$ cat config.mk
export PLATFORM = sky130hd
export DESIGN_NAME = bpsk_frame_sequencer
export DESIGN_NICKNAME = d
export VERILOG_FILES = /design/src/rtl/bpsk_pkg.sv /design/src/rtl/bpsk_byte_buffer.sv /design/src/rtl/bpsk_frame_sequencer.sv
export SDC_FILE = /design/constraint.sdc
export NUM_CORES = 1
export LEC_CHECK = 0
export BUFFER_PORTS_ARGS = -buffer_cell sky130_fd_sc_hd__clkbuf_2
export CAP_MARGIN = 10
export CORE_MARGIN = 10
export CORE_UTILIZATION = 40
export CTS_CLUSTER_SIZE = 12
export DETAILED_ROUTE_END_ITERATION = 7
export SYNTH_ARGS = -nofsm -noshare
export SYNTH_HDL_FRONTEND = slang
export SYNTH_SLANG_ARGS = --single-unit
$ cat constraint.sdc
create_clock -name clock -period 2.7 [get_ports clock]
set_input_delay 0.27 -clock clock [delete_from_list [all_inputs] [get_ports clock]]
set_output_delay 0.27 -clock clock [all_outputs]
set_load 0.01 [all_outputs]
$ cat src/rtl/bpsk_pkg.sv
// Shared types for the BPSK frame sequencer.
// State encoding and byte width.
package bpsk_pkg;

  localparam int BYTE_W = 8;

  typedef enum logic [1:0] {
    IDLE,
    PREAMBLE,
    PAYLOAD,
    TAIL
  } seq_state_t;

endpackage

$ cat src/rtl/bpsk_byte_buffer.sv
// One-entry byte holding register.
// Valid/ready on the input side, pop on the output side.
module bpsk_byte_buffer
  import bpsk_pkg::*;
(
  input  logic              clock,
  input  logic              reset,
  input  logic [BYTE_W-1:0] in_data,
  input  logic              in_last,
  input  logic              in_valid,
  output logic              in_ready,
  input  logic              pop,
  output logic              buf_valid,
  output logic [BYTE_W-1:0] buf_data,
  output logic              buf_last
);

  logic              valid_q, valid_d;
  logic [BYTE_W-1:0] data_q, data_d;
  logic              last_q, last_d;

  assign in_ready  = ~valid_q;
  assign buf_valid = valid_q;
  assign buf_data  = data_q;
  assign buf_last  = last_q;

  // Pop frees the entry; an accept in the same cycle keeps it full.
  always_comb begin
    valid_d = valid_q;
    data_d  = data_q;
    last_d  = last_q;
    if (pop) valid_d = 1'b0;
    if (in_valid && in_ready) begin
      valid_d = 1'b1;
      data_d  = in_data;
      last_d  = in_last;
    end
  end

  // Entry register.
  always_ff @(posedge clock) begin
    if (reset) begin
      valid_q <= 1'b0;
      data_q  <= '0;
      last_q  <= 1'b0;
    end else begin
      valid_q <= valid_d;
      data_q  <= data_d;
      last_q  <= last_d;
    end
  end

endmodule

$ cat src/rtl/bpsk_frame_sequencer.sv
// Frame sequencer: preamble, MSB-first payload, tail.
// Advances one symbol per level change of next_toggle.
module bpsk_frame_sequencer
  import bpsk_pkg::*;
#(
  parameter int unsigned PREAMBLE_LEN = 16,
  parameter int unsigned TAIL_LEN     = 4
) (
  input  logic              clock,
  input  logic              reset,
  input  logic              next_toggle,
  input  logic [BYTE_W-1:0] in_data,
  input  logic              in_last,
  input  logic              in_valid,
  output logic              in_ready,
  output logic              data_bit,
  output logic              tx_active,
  output logic              frame_done,
  output logic              underrun
);

  localparam logic [7:0] PRE_LAST  = 8'(PREAMBLE_LEN - 1);
  localparam logic [7:0] TAIL_LAST = 8'(TAIL_LEN - 1);

  seq_state_t        state_q, state_d;
  logic [7:0]        cnt_q, cnt_d;
  logic [2:0]        bitn_q, bitn_d;
  logic [BYTE_W-1:0] shreg_q, shreg_d;
  logic              last_q, last_d;
  logic              bit_q, bit_d;
  logic              done_q, done_d;
  logic              urun_q, urun_d;
  logic              nxt_q;
  logic              sym;
  logic              pop;
  logic              buf_valid;
  logic [BYTE_W-1:0] buf_data;
  logic              buf_last;

  bpsk_byte_buffer u_buf (
    .clock     (clock),
    .reset     (reset),
    .in_data   (in_data),
    .in_last   (in_last),
    .in_valid  (in_valid),
    .in_ready  (in_ready),
    .pop       (pop),
    .buf_valid (buf_valid),
    .buf_data  (buf_data),
    .buf_last  (buf_last)
  );

  assign sym        = next_toggle ^ nxt_q;
  assign data_bit   = bit_q;
  assign tx_active  = (state_q != IDLE);
  assign frame_done = done_q;
  assign underrun   = urun_q;

  // Next-state logic: everything moves only on a symbol strobe.
  always_comb begin
    state_d = state_q;
    cnt_d   = cnt_q;
    bitn_d  = bitn_q;
    shreg_d = shreg_q;
    last_d  = last_q;
    bit_d   = bit_q;
    done_d  = 1'b0;
    urun_d  = 1'b0;
    pop     = 1'b0;
    if (sym) begin
      unique case (state_q)
        IDLE: begin
          bit_d = 1'b0;
          if (buf_valid) begin
            state_d = PREAMBLE;
            cnt_d   = 8'd0;
            bit_d   = 1'b1;
          end
        end
        PREAMBLE: begin
          if (cnt_q == PRE_LAST) begin
            shreg_d = buf_data;
            last_d  = buf_last;
            pop     = 1'b1;
            bit_d   = buf_data[BYTE_W-1];
            bitn_d  = 3'd0;
            state_d = PAYLOAD;
          end else begin
            cnt_d = cnt_q + 8'd1;
            bit_d = cnt_q[0];
          end
        end
        PAYLOAD: begin
          if (bitn_q != 3'd7) begin
            bitn_d = bitn_q + 3'd1;
            bit_d  = shreg_q[3'd6 - bitn_q];
          end else if (last_q) begin
            state_d = TAIL;
            cnt_d   = 8'd0;
            bit_d   = 1'b0;
          end else if (buf_valid) begin
            shreg_d = buf_data;
            last_d  = buf_last;
            pop     = 1'b1;
            bit_d   = buf_data[BYTE_W-1];
            bitn_d  = 3'd0;
          end else begin
            urun_d  = 1'b1;
            state_d = TAIL;
            cnt_d   = 8'd0;
            bit_d   = 1'b0;
          end
        end
        TAIL: begin
          bit_d = 1'b0;
          if (cnt_q == TAIL_LAST) begin
            done_d  = 1'b1;
            state_d = IDLE;
          end else begin
            cnt_d = cnt_q + 8'd1;
          end
        end
        default: state_d = IDLE;
      endcase
    end
  end

  // Sequencer registers; nxt_q tracks next_toggle even in reset.
  always_ff @(posedge clock) begin
    nxt_q <= next_toggle;
    if (reset) begin
      state_q <= IDLE;
      cnt_q   <= 8'd0;
      bitn_q  <= 3'd0;
      shreg_q <= '0;
      last_q  <= 1'b0;
      bit_q   <= 1'b0;
      done_q  <= 1'b0;
      urun_q  <= 1'b0;
    end else begin
      state_q <= state_d;
      cnt_q   <= cnt_d;
      bitn_q  <= bitn_d;
      shreg_q <= shreg_d;
      last_q  <= last_d;
      bit_q   <= bit_d;
      done_q  <= done_d;
      urun_q  <= urun_d;
    end
  end

endmodule

== After elaboration in Yosys (flattened, before gate mapping) ==
Index checks and enable logic that the tools add are counted.
Word-level totals
  register bits: 36
  word-level logic and storage cells: 96
Operators by class
  add/sub/neg operators: 3
  magnitude comparators: 1
  eq/ne operators: 17
  multiplexer cells: 46
  bitwise logic cells: 5
  reduce and logical (&&, ||, !) cells: 12
Operator list (count)
  $mux 8: 10
  $pmux 8 s4: 1
  $mux 1: 18
  $reduce_and 6->1: 3
  $pmux 8 s2: 1
  $mux 2: 6
  $mux 3: 4
  $ne 2x2->1 const B: 6
  $ne 3x3->1 const B: 3
  $add 8x1->8 const B: 1
  $eq 8x2->1 const B: 1
  $eq 8x4->1 const B: 1
  $pmux 2 s4: 1
  $pmux 3 s2: 1
  $reduce_bool 2->1: 3
  $reduce_and 5->1: 1
  $reduce_or 5->1: 1
  $eq 2x2->1 const B: 2
  $lt 3x4->1 const B: 1
  $ne 2x1->1 const B: 2
  $not 1->1: 4
  $pmux 1 s2: 2
  $pmux 1 s4: 1
  $reduce_and 4->1: 1
  9 further kinds: 9

== Longest topological paths before layout ==
Gate-level depths: netlist of the first run.
  depth in word-level cells: 7
  depth in mapped cells: 8
  mapped depth without buffers: 6

== Cells and area by module ==
Synthesis of the first run repeated with hierarchy kept, for this count alone.
Second synthesis, totals
  cell total of the unflattened synthesis: 221
  area, all modules: 2030.7 sq um
Modules (own cells, without submodules)
  bpsk_frame_sequencer: instances 1, cells each 177, area each 1575.3 sq um, sequential area each 520.5 sq um
  bpsk_byte_buffer: instances 1, cells each 44, area each 455.4 sq um, sequential area each 200.2 sq um

== Worst setup path before layout of the first run ==
No wires, ideal clock.
  path type: flip-flop to flip-flop
  start: register state_q[0]
  end: register cnt_q[4]
  library setup time: 72 ps
  arrival time: 1964 ps
  required time: 2628 ps
  setup slack: 664 ps
  stages on the path, launching flop included: 9
  path buffers: 3
  cell sequence: dfxtp_1 inv_1 ha_1 clkbuf_1 a21boi_1 clkbuf_1 buf_2 o211ai_1 mux2i_1
Between the ends
  longest elaborated chain between the ends: 3
Ends and longest elaborated chain
  start: declaration: line bpsk_frame_sequencer.sv:25  | seq_state_t state_q, state_d;
  start signal: assignment: line bpsk_frame_sequencer.sv:141  | state_q <= state_d;
  $eq 2x2->1 (tied with other cells): line bpsk_frame_sequencer.sv:71  | unique case (state_q)
  $ne 3x3->1 (no line) (tied with other cells)
  $reduce_and 6->1 (no line)
  end signal: assignment: line bpsk_frame_sequencer.sv:142  | cnt_q <= cnt_d;
  end: declaration: line bpsk_frame_sequencer.sv:26  | logic [7:0] cnt_q, cnt_d;
Parallel ways exist; a longest one is shown, timed or not.
A chain may end at the register's enable or synchronous reset.

== Final worst setup path of the first run ==
  start: register cnt_q[4]
  end: register state_q[1]
Between the ends
  longest elaborated chain between the ends: 3
Ends and longest elaborated chain (line)
  $eq 8x2->1 or $eq 8x4->1 (tied branches): bpsk_frame_sequencer.sv:116, bpsk_frame_sequencer.sv:81
  $ne 2x2->1 (no line)
  $reduce_and 6->1 (no line) (*)
Every way passes the cells marked *; elsewhere a longest branch is shown, timed or not.

==> summary.md, run 1 <==
| Metric | Value |
|---|---|
| Status | `finished clean` |
| Most common cell after layout, fill and taps aside | `nand2_1` |
| Synthesized flop and latch total | `36` |
| Largest net degree at the start of global routing | `24` |
| Vias | `1,585` |
| Final period utilization | `0.767` |
| Commonest cells after routing, fill and taps aside | `nand2_1, dfxtp_1, clkbuf_2, mux2i_1, a21oi_1` |
| Inst Count DP | `284` |
| Post-synth EDFFs | `0` |
| Worst skew pair latency | `290 ps` |
| Max FO, Critical Path | `5` |
| Final std cells w/o fill | `292` |
| Post-Syn Area | `0.00191 sq mm` |
| Area post-placement | `0.00205 sq mm` |
| Flop pwr share | `0.484` |
| Die area | `0.00795 sq mm` |
| FF-to-FF path depth | `4` |
| Layout cells sized above 1 | `0.164` |
| Post-CTS Resized | `0` |
| Yosys Warn Count | `0` |
| Root buf cell | `clkbuf_8` |
| Crit path DAT | `2290 ps` |
| I/O pins | `18` |
| Startpoint type of the worst setup path | `flop` |
| CTS tree | `yes` |
| Max VDD drop | `318 uV` |
| Share of synthesized registers carrying an async set or reset | `0` |
| Core area | `0.00469 sq mm` |
| Setup-failing EPs final | `0` |
| Adder-Cell Fraction of Synth Area | `0.0589` |
| Die H | `89.2 um` |
| Sequential area share after synthesis | `0.377` |
| Mux share of post-synthesis cell area | `0.113` |
| Critical Path RT | `2920 ps` |
| Clk sinks | `36` |
| Initial antenna violation count | `0` |
| I/O Buffers | `17` |
| Core Rows | `25` |
| Simple-Gate Fraction of Synth Area | `0.218` |
| Initial DRC count | `71` |
| Finished Cell Area | `0.00214 sq mm` |
| H-tree Lvls | `2` |
| WL/cell | `14.4 um` |
| Switching share of power | `0.306` |
| Synth-to-layout area growth | `12.0%` |
| GP Congestion | `0.740` |
| Final Core Density | `0.457` |
| Logic pwr share | `0.183` |
| Synth Area in XOR/XNOR | `0.00916` |
| Hold Buf Count CTS | `0` |
| Max-slew violation count | `0` |
| Post-CTS Setup Inserts | `0` |
| Syn avg cell area | `8.66 sq um` |
| Fin nets | `259` |
| Clock Path Buffers | `2` |
| Slew at the pin with the worst max-slew slack | `609 ps` |
| Top FF cell, synth | `dfxtp_1` |
| Post-layout min period | `2070 ps` |
| Synth area leaders | `dfxtp_1, nand2_1, mux2i_1, ha_1, o211ai_1` |
| Max Clock Skew | `5.63 ps` |
| Total power | `1.18 mW` |
| Synth top area share | `0.377` |
| Vias in the first global route | `1,498` |
| Grt total ovfl | `0` |
| Hold depth | `1` |
| Final WS setup | `630 ps` |
| Clock network power share | `0.333` |
| Vias per cell | `5.43` |
| Hold Slack | `106 ps` |
| DRC viols | `0` |
| WS Path Type | `flop to flop` |
| Unrepaired setup endpoints after global routing | `false` |
| Synth cell types | `42` |
| Syn_nets | `243` |
| Clk slew on worst S/H paths | `80 ps` |
| Number of diodes | `0` |
| Switch Pwr | `0.360 mW` |
| Placed wire-length estimate | `3050 um` |
| Dominant combinational cell family by area after synthesis | `simple AND/OR/NAND/NOR gates` |
| Hold Path Class | `input pin to flop` |
| Headroom to the max-slew limit | `0.593` |
| Worst slack at placement | `645 ps` |
| Worst Setup End Kind | `flop` |
| Horiz. Die Dim | `89.2 um` |
| TritonCTS Buffers | `5` |
| Fmax | `0.483 GHz` |
| Overall Global Routing Usage | `0.120` |
| Starting Density | `0.408` |
| Drt pass-1 iters | `4` |
| Maxcap violations | `0` |
| Fin. Hold Viols | `0` |
| Setup TNS | `0 ps` |
| Detail Route Antenna Nets | `0` |
| Gate Count Post-Synth | `221` |
| Synth Area in Compound Gates | `0.177` |
| Final wirelength | `4190 um` |
| Internal power | `0.815 mW` |
| Leak Pwr | `0.754 nW` |
| Synth area leader | `dfxtp_1` |
| Pwr Density | `549 mW/mm^2` |
| Global-route wire length before repair | `7490 um` |
[critical path: stages, from the launching register on]
cell,delay (ps)
dfxtp_1,350
or4_4,560
or4_4,460
a2111oi_4,410
mux2i_1,210
[state kept, by name, indices dropped and copies added, names as in the netlist]
signal / count
cnt_q: 8
frame_done: 1
shreg_q: 8
u_buf.buf_valid: 1
underrun: 1
bitn_q: 3
nxt_q: 1
data_bit: 1
last_q: 1
u_buf.buf_last: 1
state_q: 2
u_buf.buf_data: 8
[power by group through the flow]
stage	Clock [mW]	Combinational [mW]	Sequential, mW
detailed placement	0	0.217	0.582
global route	0.427	0.243	0.573
finish	0.392	0.215	0.568
floorplan	0	0.163	0.575
CTS	0.403	0.218	0.569
global placement	0	0.215	0.581
[layout make-up]
class,instances,area [sq um]
fillers,465,2550
well taps,54,67.6
flip-flops and latches,36,721
repair buffers,21,115
inverters,12,45.0
clock inverters,3,23.8
clock buffers,5,68.8
multi-input cells,161,1100
[cell families after synthesis]
family | after synthesis
XOR/XNOR | 2
multiplexers | 19
flip-flops | 36
adder cells (fa/ha/maj) | 9
AO/OA/AOI/OAI | 45
buffers and inverters | 24
AND/OR/NAND/NOR | 86
[Yosys cell counts, drive strengths merged (2+ instances only)]
| cell type | count |
|---|---|
| nand2 | 51 |
| dfxtp | 36 |
| mux2i | 16 |
| a21oi | 14 |
| clkbuf | 11 |
| inv | 11 |
| o211ai | 10 |
| ha | 9 |
| nor4 | 5 |
| o31ai | 5 |
| or4 | 5 |
| nand2b | 4 |
| nand3 | 4 |
| nor2 | 4 |
| o21ai | 4 |
| a211oi | 3 |
| nor2b | 3 |
| and2 | 2 |
| mux4 | 2 |
| o311ai | 2 |
[layer usage]
| layer | wire (um) | global-route usage | part of all wire | up-vias |
|---|---|---|---|---|
| met2 | 1810 | 0.166 | 0.43 | 26 |
| met4 | 48 | 0.0390 | 0.011 | 0 |
| met5 | 0 | 0 | 0 | - |
| met3 | 161 | 0.0337 | 0.038 | 4 |
| met1 | 2170 | 0.171 | 0.52 | 733 |
| li1 | - | - | - | 822 |
[worst paths after layout]
| check | startpoint | end | slack [ps] |
|---|---|---|---|
| setup / recovery | cnt_q[4]$_SDFFE_PP0P_ | state_q[1]$_SDFFE_PP0P_ | 630 |
| setup reg to reg | cnt_q[4]$_SDFFE_PP0P_ | state_q[1]$_SDFFE_PP0P_ | 630 |
| hold / removal | next_toggle | nxt_q$_DFF_P_ | 110 |
| hold reg to reg | u_buf.buf_data[0]$_SDFFE_PP0P_ | u_buf.buf_data[0]$_SDFFE_PP0P_ | 450 |
(Power assumes the default switching activity.)
==> run 2: changes to the inputs <==
- clock period: 2.7 -> 1.75 ns (I/O delays scaled with it)
==> summary.md, run 2 (same netlist as run 1, synthesis figures left out) <==
| Metric | Value |
|---|---|
| Vias | `1,747 (+10%)` |
| Starting Density | `0.408 (unchanged)` |
| Unrepaired setup endpoints after global routing | `true` |
| Core area | `0.00469 sq mm (unchanged)` |
| Flop-to-flop setup slack | `-250 ps (-880 ps)` |
| Fin. Hold Viols | `0 (unchanged)` |
| DRC viols | `0 (unchanged)` |
| Placed wire-length estimate | `3440 um (+13%)` |
| Clk sinks | `36 (unchanged)` |
| Most common cell after layout, fill and taps aside | `nand2_1` |
| Max FO, Critical Path | `3 (-2)` |
| Crit path DAT | `2220 ps (-70 ps)` |
| Final wirelength | `4740 um (+13%)` |
| Most frequent CP cell | `or4_4` |
| Violated checks | `negative setup slack` |
| Clk slew on worst S/H paths | `80 ps (about the same)` |
| Number of diodes | `0 (unchanged)` |
| I/O pins | `18 (unchanged)` |
| Final period utilization | `1.14 (+0.378)` |
| Synth-to-layout area growth | `34.5%` |
| TritonCTS Buffers | `5 (unchanged)` |
| Worst slack at placement | `-230 ps (-875 ps)` |
| Crit path buf inv count | `0 (unchanged)` |
| Setup-failing EPs final | `18 (+18)` |
| Initial antenna violation count | `0 (unchanged)` |
| Clock Path Buffers | `2 (unchanged)` |
| CP top delay family | `simple AND/OR/NAND/NOR gates` |
| Hold EP | `nxt_q$_DFF_P_` |
| Hold depth | `1 (unchanged)` |
| Startpoint type of the worst setup path | `flop` |
| H-tree Lvls | `2 (unchanged)` |
| Global-route wire length before repair | `7840 um (+4.6%)` |
| I/O Buffers | `17 (unchanged)` |
| Post-layout min period | `2000 ps (-66.6 ps)` |
| Max-slew violation count | `0 (unchanged)` |
| Headroom to the max-slew limit | `0.750 (+0.156)` |
| Cells along the critical path | `or4_4 > or4_4 > a2111oi_4 > mux2i_1` |
| Final WS setup | `-253 ps (-883 ps)` |
| Grt total ovfl | `0 (unchanged)` |
| Leak Pwr | `0.957 nW (+27%)` |
| Maxcap violations | `0 (unchanged)` |
| Hold Path Class | `input pin to flop` |
| Hold Buf Count CTS | `0 (unchanged)` |
| Final Core Density | `0.548 (+0.0917)` |
| Overall Global Routing Usage | `0.127 (+0.00707)` |
| Fmax | `0.499 GHz (+3.3%)` |
| Layout cells sized above 1 | `0.343 (+0.179)` |
| CTS tree | `yes` |
| Horiz. Die Dim | `89.2 um (unchanged)` |
| WL/cell | `14.5 um (+0.69%)` |
| Min-delay src | `next_toggle` |
| Core Rows | `25 (unchanged)` |
| Max VDD drop | `509 uV (+60%)` |
| Inst Count DP | `317 (+12%)` |
| R2r startpoint | `cnt_q[7]$_SDFFE_PP0P_` |
| Hold Slack | `9.10 ps (-97.2 ps)` |
| Fin nets | `295 (+14%)` |
| Initial DRC count | `52 (-27%)` |
| Final std cells w/o fill | `328 (+12%)` |
| Drt pass-1 iters | `4 (unchanged)` |
| Max Clock Skew | `6.94 ps (+1.31 ps)` |
| Pwr Density | `771 mW/mm^2 (+40%)` |
| Commonest cells after routing, fill and taps aside | `nand2_1, buf_4, dfxtp_1, clkbuf_2, mux2i_1` |
| WS Path Type | `flop to flop` |
| GP Congestion | `0.840 (+13%)` |
| Critical Path RT | `1970 ps (-950 ps)` |
| Vias in the first global route | `1,653 (+10%)` |
| Die H | `89.2 um (unchanged)` |
| # fillers | `454 (-2.4%)` |
| Largest net degree at the start of global routing | `19 (-21%)` |
| Slew at the pin with the worst max-slew slack | `373 ps (-236 ps)` |
| RR Endpoint | `state_q[1]$_SDFFE_PP0P_` |
| FF-to-FF path depth | `4 (unchanged)` |
| Critical Path Slowest Stage Cell | `or4_4` |
| Vias per cell | `5.33 (-1.9%)` |
| Die area | `0.00795 sq mm (unchanged)` |
| Status | `finished, violations left` |
| Detail Route Antenna Nets | `0 (unchanged)` |
| CP peak stage delay | `540 ps (-20 ps)` |
| Worst Setup End Kind | `flop` |
| Worst skew pair latency | `300 ps (about the same)` |
| Root buf cell | `clkbuf_8` |
| Total power | `1.98 mW (+69%)` |
[run 2: changes by cell type in the layout (fill, tap and decap cells not counted), sizes merged]
cell | previous run | this run
buf | 4 | 39
a21boi | 1 | 2
[run 2: how the worst max path moves through the flow]
stage,startpoint,end,cells after the start,slack (ps)
after floorplan,cnt_q[7]$_SDFFE_PP0P_,state_q[0]$_SDFFE_PP0P_,4,-180
after global placement,cnt_q[7]$_SDFFE_PP0P_,state_q[1]$_SDFFE_PP0P_,4,-170
after detailed placement,cnt_q[7]$_SDFFE_PP0P_,state_q[1]$_SDFFE_PP0P_,4,-230
after CTS,cnt_q[7]$_SDFFE_PP0P_,state_q[1]$_SDFFE_PP0P_,4,-250
after global routing,cnt_q[7]$_SDFFE_PP0P_,state_q[0]$_SDFFE_PP0P_,4,-320
final,cnt_q[7]$_SDFFE_PP0P_,state_q[1]$_SDFFE_PP0P_,4,-250
[run 2: cell type report]
type / instances / area (sq um) / area share
clock buffer: 5 / 68.8 / 0.0268
timing repair buffer: 56 / 410 / 0.160
clock inverter: 3 / 23.8 / 0.00924
tap: 54 / 67.6 / 0.0263
sequential: 36 / 724 / 0.282
multi-input combinational: 162 / 1230 / 0.479
inverter: 12 / 45.0 / 0.0175
[run 2: timing repair]
action / CTS / global route
setup endpoints to repair: 19 / 23
pin swaps: 0 / 5
resized for setup: 4 / 18
buffers inserted: 0 / 2
gates cloned: 0 / 1
[run 2: routing by layer]
metal	part of all wire	up-vias	global-route usage	wire (um)
li1	-	897	-	-
met1	0.51	811	0.177	2410
met2	0.43	34	0.173	2050
met3	0.044	5	0.0401	209
met4	0.015	0	0.0520	70
met5	0	-	0	0
[run 2: power by group]
part	switching (mW)	internal, mW	total [mW]
Sequential	0.0246	0.852	0.876
Clock	0.331	0.282	0.613
Combinational	0.256	0.237	0.493
Total	0.612	1.37	1.98
[run 2: metrics by stage]
step                      TNS (ps)  cell area (sq um)
after floorplan              -1090               1940
after global placement       -1030               2350
after detailed placement     -1570               2350
after CTS                    -1490               2450
after global routing         -4080               2570
final                        -2500               2570
==> run 3: changes to the inputs <==
- BUFFER_PORTS_ARGS: -buffer_cell sky130_fd_sc_hd__clkbuf_2 -> -buffer_cell sky130_fd_sc_hd__buf_2
==> summary.md, run 3 (same netlist as run 1, synthesis figures left out) <==
| Metric | Value |
|---|---|
| Clk sinks | `36 (unchanged)` |
| Area taken by multi-input logic gates | `0.00120 sq mm (-2.2%)` |
| Critical Path RT | `1980 ps (about the same)` |
| Startpoint type of the worst setup path | `flop` |
| Die area | `0.00795 sq mm (unchanged)` |
| TritonCTS Buffers | `5 (unchanged)` |
| Max VDD drop | `556 uV (+9.3%)` |
| Final WS setup | `-203 ps (+50.2 ps)` |
| Switch Pwr | `0.606 mW (-0.89%)` |
| R2r startpoint | `cnt_q[7]$_SDFFE_PP0P_` |
| Root buf cell | `clkbuf_8` |
| Register area | `721 sq um (-0.52%)` |
| Drt pass-1 iters | `4 (unchanged)` |
| Setup-failing EPs final | `19 (+1)` |
| Logic pwr share | `0.236 (-0.013)` |
| Total power | `1.96 mW (-1.3%)` |
| Worst Setup End Kind | `flop` |
| Headroom to the max-slew limit | `0.727 (-0.0224)` |
| Core area | `0.00469 sq mm (unchanged)` |
| Die H | `89.2 um (unchanged)` |
| Initial DRC count | `78 (+50%)` |
| Fin nets | `295 (unchanged)` |
| Grt total ovfl | `0 (unchanged)` |
| Crit path DAT | `2180 ps (-40 ps)` |
| Vias per cell | `5.23 (-1.8%)` |
| Grt met3 use | `0.0392 (-0.000912)` |
| Commonest cells after routing, fill and taps aside | `nand2_1, dfxtp_1, buf_4, buf_2, mux2i_1` |
| Pwr Density | `774 mW/mm^2 (+0.41%)` |
| Placed wire-length estimate | `3290 um (-4.2%)` |
| I/O pins | `18 (unchanged)` |
| Max-slew violation count | `0 (unchanged)` |
| Number of diodes | `0 (unchanged)` |
| WL/cell | `13.8 um (-4.6%)` |
| I/O Buffers | `17 (unchanged)` |
| Flop-to-flop setup slack | `-200 ps (+50 ps)` |
| Vias | `1,715 (-1.8%)` |
| FF-to-FF path depth | `4 (unchanged)` |
| Core Rows | `25 (unchanged)` |
| Unrepaired setup endpoints after global routing | `true` |
| Largest net degree at the start of global routing | `21 (+2)` |
| Flop pwr share | `0.447 (+0.005)` |
| Horiz. Die Dim | `89.2 um (unchanged)` |
| GR Util met2 | `0.160 (-0.0132)` |
| Min-delay src | `in_data[3]` |
| GP Congestion | `0.845 (+0.56%)` |
| Most common cell after layout, fill and taps aside | `nand2_1` |
| GR peak layer | `met1` |
| Clock Path Buffers | `2 (unchanged)` |
| Post-layout min period | `1950 ps (-50.2 ps)` |
| Inst Count DP | `317 (unchanged)` |
| Clk slew on worst S/H paths | `80 ps (about the same)` |
| Overall Global Routing Usage | `0.121 (-0.00552)` |
| Layout cells sized above 1 | `0.325 (-0.0182)` |
| Maxcap violations | `0 (unchanged)` |
| Leak Pwr | `0.946 nW (-1.2%)` |
| Fmax | `0.512 GHz (+2.6%)` |
| Switching share of power | `0.310 (+0.00144)` |
| Hold depth | `3 (+2)` |
| RR Endpoint | `state_q[0]$_SDFFE_PP0P_` |
| Detail Route Antenna Nets | `0 (unchanged)` |
| Fin. Hold Viols | `0 (unchanged)` |
| Global-route wire length before repair | `7570 um (-3.4%)` |
| WS Path Type | `flop to flop` |
| CTS tree | `yes` |
| # fillers | `446 (-1.8%)` |
| Violated checks | `negative setup slack` |
| Clock network power share | `0.317 (+0.008)` |
| DRC viols | `0 (unchanged)` |
| Slew at the pin with the worst max-slew slack | `403 ps (+29.6 ps)` |
| Final period utilization | `1.12 (-0.0287)` |
| Final wirelength | `4520 um (-4.6%)` |
| Max FO, Critical Path | `2 (-1)` |
| Initial antenna violation count | `0 (unchanged)` |
| Max Clock Skew | `4.22 ps (-2.72 ps)` |
| H-tree Lvls | `2 (unchanged)` |
| Final std cells w/o fill | `328 (unchanged)` |
| Vias in the first global route | `1,601 (-3.1%)` |
| Internal power | `1.35 mW (-1.6%)` |
| Worst skew pair latency | `290 ps (about the same)` |
| Starting Density | `0.408 (unchanged)` |
| Hold Path Class | `input pin to flop` |
| Grt met1 use | `0.175 (-0.00242)` |
| Synth-to-layout area growth | `32.1%` |
| Status | `finished, violations left` |
| Hold EP | `u_buf.buf_data[3]$_SDFFE_PP0P_` |
[run 3: power by group through the flow]
stage                     clock (mW)  combinational [mW]  sequential, mW
after global routing           0.658               0.512           0.878
after global placement             0               0.428           0.893
after CTS                      0.635               0.449           0.874
final                          0.619               0.462           0.874
after floorplan                    0               0.260           0.887
after detailed placement           0               0.431           0.893
[run 3: repair_timing]
item / CTS / global route
hold buffers: 1 / 0
gates resized for setup: 8 / 8
gates cloned: 0 / 1
setup endpoints to repair: 20 / 24
endpoints found under the hold margin: 1 / 0
buffers inserted: 1 / 0
pin swaps: 3 / 1
[run 3: worst max-delay path by stage]
| stage | cells after the start | to | slack [ps] | start |
|---|---|---|---|---|
| final | 4 | state_q[0]$_SDFFE_PP0P_ | -200 | cnt_q[7]$_SDFFE_PP0P_ |
| after global routing | 4 | state_q[0]$_SDFFE_PP0P_ | -310 | cnt_q[7]$_SDFFE_PP0P_ |
| after CTS | 4 | state_q[0]$_SDFFE_PP0P_ | -220 | cnt_q[7]$_SDFFE_PP0P_ |
| after detailed placement | 4 | state_q[0]$_SDFFE_PP0P_ | -210 | cnt_q[7]$_SDFFE_PP0P_ |
| after global placement | 4 | state_q[1]$_SDFFE_PP0P_ | -180 | cnt_q[7]$_SDFFE_PP0P_ |
| after floorplan | 4 | state_q[0]$_SDFFE_PP0P_ | -180 | cnt_q[7]$_SDFFE_PP0P_ |
[run 3: per-layer routing]
| metal | up-vias | wire, um |
|---|---|---|
| met5 | - | 0 |
| met1 | 764 | 2350 |
| met2 | 42 | 1820 |
| li1 | 898 | - |
| met3 | 11 | 269 |
| met4 | 0 | 87 |
[run 3: per-stage QoR]
stage / cell area (sq um) / utilization / worst slack [ps] / hold slack [ps] / setup TNS, ps
after floorplan: 1940 / - / -176 / 203 / -1090
after global placement: 2340 / 0.498 / -175 / 305 / -1340
after detailed placement: 2340 / 0.498 / -214 / 305 / -1680
after CTS: 2480 / 0.529 / -216 / 98.3 / -2730
after global routing: 2530 / 0.539 / -315 / 97.4 / -4360
final: 2530 / 0.539 / -203 / 108 / -2380
[run 3: worst max-delay path, stage by stage (launching register included)]
cell	delay (ps)
dfxtp_1	320
or4_4	530
or4_4	460
a2111oi_4	370
mux2i_1	220
[run 3: final cells by class]
| type | count | area share |
|---|---|---|
| Inverter | 12 | 0.0178 |
| Multi-Input combinational cell | 162 | 0.477 |
| Sequential cell | 36 | 0.285 |
| Clock buffer | 5 | 0.0272 |
| Timing Repair Buffer | 56 | 0.157 |
| Clock inverter | 3 | 0.00941 |
| Tap cell | 54 | 0.0267 |
